===== config.mk =====
export PLATFORM = sky130hd
export DESIGN_NAME = t_pulse_sequencer
export DESIGN_NICKNAME = d
export VERILOG_FILES = /design/src/rtl/tseq_pkg.sv /design/src/rtl/tseq_down_counter.sv /design/src/rtl/t_pulse_sequencer.sv
export SDC_FILE = /design/constraint.sdc
export NUM_CORES = 1
export LEC_CHECK = 0
export ABC_AREA = 1
export BUFFER_PORTS_ARGS = -buffer_cell sky130_fd_sc_hd__buf_2
export CAP_MARGIN = 20
export CORE_MARGIN = 1
export CORE_UTILIZATION = 60
export DETAILED_ROUTE_END_ITERATION = 6
export PLACE_DENSITY_LB_ADDON = 0.25
export SETUP_SLACK_MARGIN = 0.15
export SYNTH_ARGS = -nofsm -noshare
export SYNTH_HDL_FRONTEND = slang
export SYNTH_SLANG_ARGS = --single-unit
export TNS_END_PERCENT = 1

===== constraint.sdc =====
create_clock -name clk -period 2.8 [get_ports clk]
set_input_delay 0.42 -clock clk [delete_from_list [all_inputs] [get_ports clk]]
set_output_delay 0.42 -clock clk [all_outputs]
set_load 0.01 [all_outputs]

===== src/rtl/tseq_pkg.sv =====
// Shared state encoding and default widths for the T flip-flop pulse sequencer.
package tseq_pkg;

    localparam int TSEQ_CNT_W = 8;
    localparam int TSEQ_GAP_W = 8;

    typedef enum logic [1:0] {
        S_IDLE  = 2'd0,
        S_PULSE = 2'd1,
        S_GAP   = 2'd2,
        S_DONE  = 2'd3
    } tseq_state_e;

endpackage


===== src/rtl/tseq_down_counter.sv =====
// Saturating down counter with clear > load > decrement priority and an is-one flag.
// Stops at zero rather than wrapping.
module tseq_down_counter #(
    parameter int W = 8
) (
    input  logic         clk,
    input  logic         reset,
    input  logic         i_load,
    input  logic [W-1:0] i_load_val,
    input  logic         i_dec,
    input  logic         i_clr,
    output logic [W-1:0] o_val,
    output logic         o_is_one
);

    logic [W-1:0] r_val;

    always_ff @(posedge clk or negedge reset) begin
        if (!reset) begin
            r_val <= '0;
        end else if (i_clr) begin
            r_val <= '0;
        end else if (i_load) begin
            r_val <= i_load_val;
        end else if (i_dec && (r_val != '0)) begin
            r_val <= r_val - 1'b1;
        end
    end

    assign o_val    = r_val;
    assign o_is_one = (r_val == W'(1));

endmodule


===== src/rtl/t_pulse_sequencer.sv =====
// Turns one start request into N one-cycle t pulses spaced by G idle cycles; first t one cycle after acceptance.
// No backpressure: start is taken only while ready, otherwise dropped. t/done are registered outputs.
// TSEQ_QMIRROR_EN adds q_mirror, an internal copy of the downstream TFF state.
module t_pulse_sequencer
    import tseq_pkg::*;
#(
    parameter int CNT_W = TSEQ_CNT_W,
    parameter int GAP_W = TSEQ_GAP_W
) (
    input  logic             clk,
    input  logic             reset,
    input  logic             start,
    input  logic [CNT_W-1:0] pulse_cnt,
    input  logic [GAP_W-1:0] gap,
    input  logic             abort,
    output logic             ready,
    output logic             busy,
    output logic             t,
    output logic             done,
    output logic [CNT_W-1:0] pulses_left
`ifdef TSEQ_QMIRROR_EN
    ,
    output logic             q_mirror
`endif
);

    tseq_state_e      r_state;
    tseq_state_e      w_next;
    logic [GAP_W-1:0] r_gap;
    logic             r_t;
    logic             r_done;

    logic             w_accept;
    logic             w_cnt_dec;
    logic             w_clr;
    logic             w_gap_load;
    logic             w_gap_dec;
    logic             w_cnt_one;
    logic [CNT_W-1:0] w_cnt_val;
    logic             w_gap_one;
    logic [GAP_W-1:0] w_gap_val;

    tseq_down_counter #(.W(CNT_W)) u_pulse_cnt (
        .clk        (clk),
        .reset      (reset),
        .i_load     (w_accept),
        .i_load_val (pulse_cnt),
        .i_dec      (w_cnt_dec),
        .i_clr      (w_clr),
        .o_val      (w_cnt_val),
        .o_is_one   (w_cnt_one)
    );

    tseq_down_counter #(.W(GAP_W)) u_gap_cnt (
        .clk        (clk),
        .reset      (reset),
        .i_load     (w_gap_load),
        .i_load_val (r_gap),
        .i_dec      (w_gap_dec),
        .i_clr      (w_clr),
        .o_val      (w_gap_val),
        .o_is_one   (w_gap_one)
    );

    always_comb begin
        w_next     = r_state;
        w_accept   = 1'b0;
        w_cnt_dec  = 1'b0;
        w_clr      = 1'b0;
        w_gap_load = 1'b0;
        w_gap_dec  = 1'b0;
        case (r_state)
            S_IDLE: begin
                if (start && !abort) begin
                    w_accept = 1'b1;
                    w_next   = (pulse_cnt == '0) ? S_DONE : S_PULSE;
                end
            end
            S_PULSE: begin
                if (abort) begin
                    w_clr  = 1'b1;
                    w_next = S_IDLE;
                end else begin
                    w_cnt_dec = 1'b1;
                    if (w_cnt_one) begin
                        w_next = S_DONE;
                    end else if (r_gap != '0) begin
                        w_gap_load = 1'b1;
                        w_next     = S_GAP;
                    end
                end
            end
            S_GAP: begin
                if (abort) begin
                    w_clr  = 1'b1;
                    w_next = S_IDLE;
                end else begin
                    w_gap_dec = 1'b1;
                    // A zero count here is unreachable; treat it like one so GAP can never stall.
                    if (w_gap_one || (w_gap_val == '0)) begin
                        w_next = S_PULSE;
                    end
                end
            end
            S_DONE:  w_next = S_IDLE;
            default: w_next = S_IDLE;
        endcase
    end

    always_ff @(posedge clk or negedge reset) begin
        if (!reset) begin
            r_state <= S_IDLE;
            r_gap   <= '0;
            r_t     <= 1'b0;
            r_done  <= 1'b0;
        end else begin
            r_state <= w_next;
            r_t     <= (w_next == S_PULSE);
            r_done  <= (w_next == S_DONE);
            if (w_accept) begin
                r_gap <= gap;
            end
        end
    end

    assign t           = r_t;
    assign done        = r_done;
    assign ready       = (r_state == S_IDLE);
    assign busy        = (r_state == S_PULSE) || (r_state == S_GAP);
    assign pulses_left = w_cnt_val;

`ifdef TSEQ_QMIRROR_EN
    logic r_q;

    always_ff @(posedge clk or negedge reset) begin
        if (!reset) begin
            r_q <= 1'b0;
        end else if (r_t) begin
            r_q <= ~r_q;
        end
    end

    assign q_mirror = r_q;
`endif

endmodule


==> flow_metrics.tcl <==
set metrics [dict create \
    outcome "complete, but fails checks" \
    violations "design-rule violations" \
    numPortBuffers 31 \
    fin_hold_ws_ns 0.06705 \
    power_density_nw_per_um2 1160 \
    avgSynthCellArea_sq_um 7.141 \
    ant_nets 0 \
    cp_max_fo 5 \
    holdBufCountCts 0 \
    cts_max_level 1 \
    switchingPower_mw 1.142 \
    grt_pass1_vias 1520 \
    pwr-share-clk 0.113 \
    grtUsageMet3 0.02041 \
    ctsLongestPathBuffers 2 \
    seqPwrFrac 0.308 \
    start_util 0.6462 \
    core_sq_um 2829 \
    cp-end-kind "output port" \
    use_met1 0.3705 \
    num_vias 1643 \
    drive_gt1_frac 0.1972 \
    hold_path.class "in2async" \
    fin_tns_setup_ns 0 \
    wl_per_cell_um 11.84 \
    setup_violations 0 \
    antenna_found_initial 0 \
    cts_num_sinks 28 \
    cts_root_buf "clkbuf_4" \
    met2_usage 0.4269 \
    track_usage 0.2590 \
    clock_skew_ns 0.007069 \
    syn_area_sq_um 1828 \
    p_comb_frac 0.578 \
    cap_violations 0 \
    first_iter_violations 131 \
    first_pass_iters 6 \
    overflow 0 \
    tritoncts "built" \
    syn2layout_area_growth_pct 12.73 \
    die_h_um 57.20 \
    regToRegStartpoint "r_state[1]" \
    dieArea_sq_um 3271 \
    syn_nets 285 \
    internal_power_mw 1.249 \
    fin_crit_ns 1.745 \
    cts_buffers 3 \
    seq_area_frac_synth 0.3833 \
    ir_worst_vdd_mv 0.6502 \
    via_per_inst 5.134 \
    cts_setup_buffers 0 \
    io-pin-count 32 \
    drt-total-wl_um 3788 \
    hpwl_um 2847 \
    tightest_slew_ns 0.6169 \
    worstRegToRegCells 11 \
    diodes 0 \
    die_width_um 57.20 \
    num_rows 19 \
    worstSetupStartpointType "flip-flop" \
    period_share 0.6231 \
    gp_congestion 0.8705 \
    worstSkewPairLatency_ns 0.34 \
    synth-seq-cells 28 \
    rsz0062_at_grt "false" \
    netlist_instances 256 \
    netSwitchingFraction 0.4776 \
    maxSlewViolCount 0 \
    leakagePower_nw 1.146 \
    grt_pass1_wl_um 6665 \
    max_freq_mhz 573.1 \
    busiest_layer "met2" \
    drcViolationCount 2 \
    relSlewSlack 0.5888 \
    grt_max_degree 29 \
    hold_violations 0 \
    final_core_util 0.7284 \
    arrival_ns 1.32 \
    crit_start "r_state[1]" \
    yosysWarnings 0 \
    crit_type "reg2out" \
    clk_pin_slew_worst_paths_ns 0.16 \
    worst_ep_required_time_ns 2.38 \
    nets 319 \
    synth.distinct_cells 26 \
    cts_resized 0 \
]
cells in the final DEF (no fill, tap or decap):
master      n
nor2_8      1
nand2_2     2
inv_4       1
nor2_4      1
a21oi_1     5
nand3b_1    1
nand2_4     4
nor3_1      2
ha_1        9
or2_2       2
o21ai_1    10
o22ai_1     6
buf_4       1
inv_1      24
bufinv_16   1
xnor2_1     2
xor2_1      3
buf_2      31
mux2i_1     1
nor2_1     25
inv_2       6
nor2_2      4
and2_1      1
o21ai_0    13
nand2_1    89
clkbuf_4    3
nand3_1    13
dfrtp_1    28
cell families (layout without fill, tap and decap cells):
family          Yosys count  count (layout)  share of synthesized area
compound gates           34              34                    0.09719
xor+xnor                  5               5                    0.02396
fa+ha+maj                 9               9                    0.06160
buf+inv                  34              67                    0.07666
flops                    28              28                     0.3833
mux                       1               1                   0.005476
simple gates            145             145                     0.3518
state kept, by name, indices dropped and copies added (netlist names):
register and cells:
u_gap_cnt.o_val 8, r_gap 8, u_pulse_cnt.o_val 8, done 1, t 1, r_state 2
metrics by stage:
stage | cells | area, sq um | setup WS (ns) | total power, mW
2_1_floorplan | 256 | 1828 | 1.191 | 1.791
3_3_place_gp | 316 | 2008 | 1.143 | 2.081
3_5_place_dp | 316 | 2008 | 1.109 | 2.112
4_1_cts | 320 | 2061 | 1.044 | 2.387
5_1_grt | 320 | 2061 | 0.8942 | 2.630
6_report | 320 | 2061 | 1.055 | 2.390
power groups by stage:
stage | sequential (mW) | clock (mW) | combinational, mW
after floorplan | 0.736 | 0 | 1.05
after global placement | 0.738 | 0 | 1.34
after detailed placement | 0.741 | 0 | 1.37
after CTS | 0.732 | 0.273 | 1.38
after global routing | 0.759 | 0.283 | 1.59
final | 0.737 | 0.271 | 1.38
worst max-delay path, cell delays in order (launching register included):
cell	delay [ns]
dfrtp_1	0.41
inv_1	0.17
ha_1	0.27
buf_2	0.14
synthesized netlist by cell type:
cell       n  area, sq um
a21oi_1    5        25.02
and2_1     1        6.260
buf_2      2        10.01
buf_6      1        11.26
dfrtp_1   28        700.7
ha_1       9        112.6
inv_1     24        90.09
inv_2      6        22.52
inv_4      1        6.260
mux2i_1    1        10.01
nand2_1   89        334.1
nand2_2    2        12.51
nand2_4    4        45.04
nand3_1   13        65.06
nand3b_1   1        7.510
nor2_1    25        93.84
nor2_2     4        25.02
nor2_4     1        11.26
nor2_8     1        20.02
nor3_1     2        10.01
o21ai_0   13        65.06
o21ai_1   10        50.05
o22ai_1    6        37.54
or2_2      2        12.51
xnor2_1    2        17.52
xor2_1     3        26.28
routing by layer:
layer / part of all wire / up-vias
met4: 0.012 / 0
met1: 0.49 / 740
met5: 0 / -
met3: 0.025 / 4
met2: 0.47 / 33
li1: - / 866
path summary, 6_finish.rpt:
path	endpoint	slack, ns
max in group asynchronous	r_state[1]	2.33
min in group clk	r_gap[6]	0.27
setup / recovery	busy	1.06
hold / removal	u_gap_cnt.o_val[4]	0.07
setup reg to reg	u_pulse_cnt.o_val[2]	1.06
hold reg to reg	u_gap_cnt.o_val[1]	0.52
layout make-up:
cell class / instances / area, sq um
tap: 31 / 38.79
multi-input combinational: 194 / 987.2
timing repair buffer: 32 / 162.7
inverter: 31 / 118.9
fill: 235 / 768.2
sequential: 28 / 700.7
clock buffer: 3 / 22.52
clock inverter: 1 / 30.03
Power figures use the tool's default switching activity.
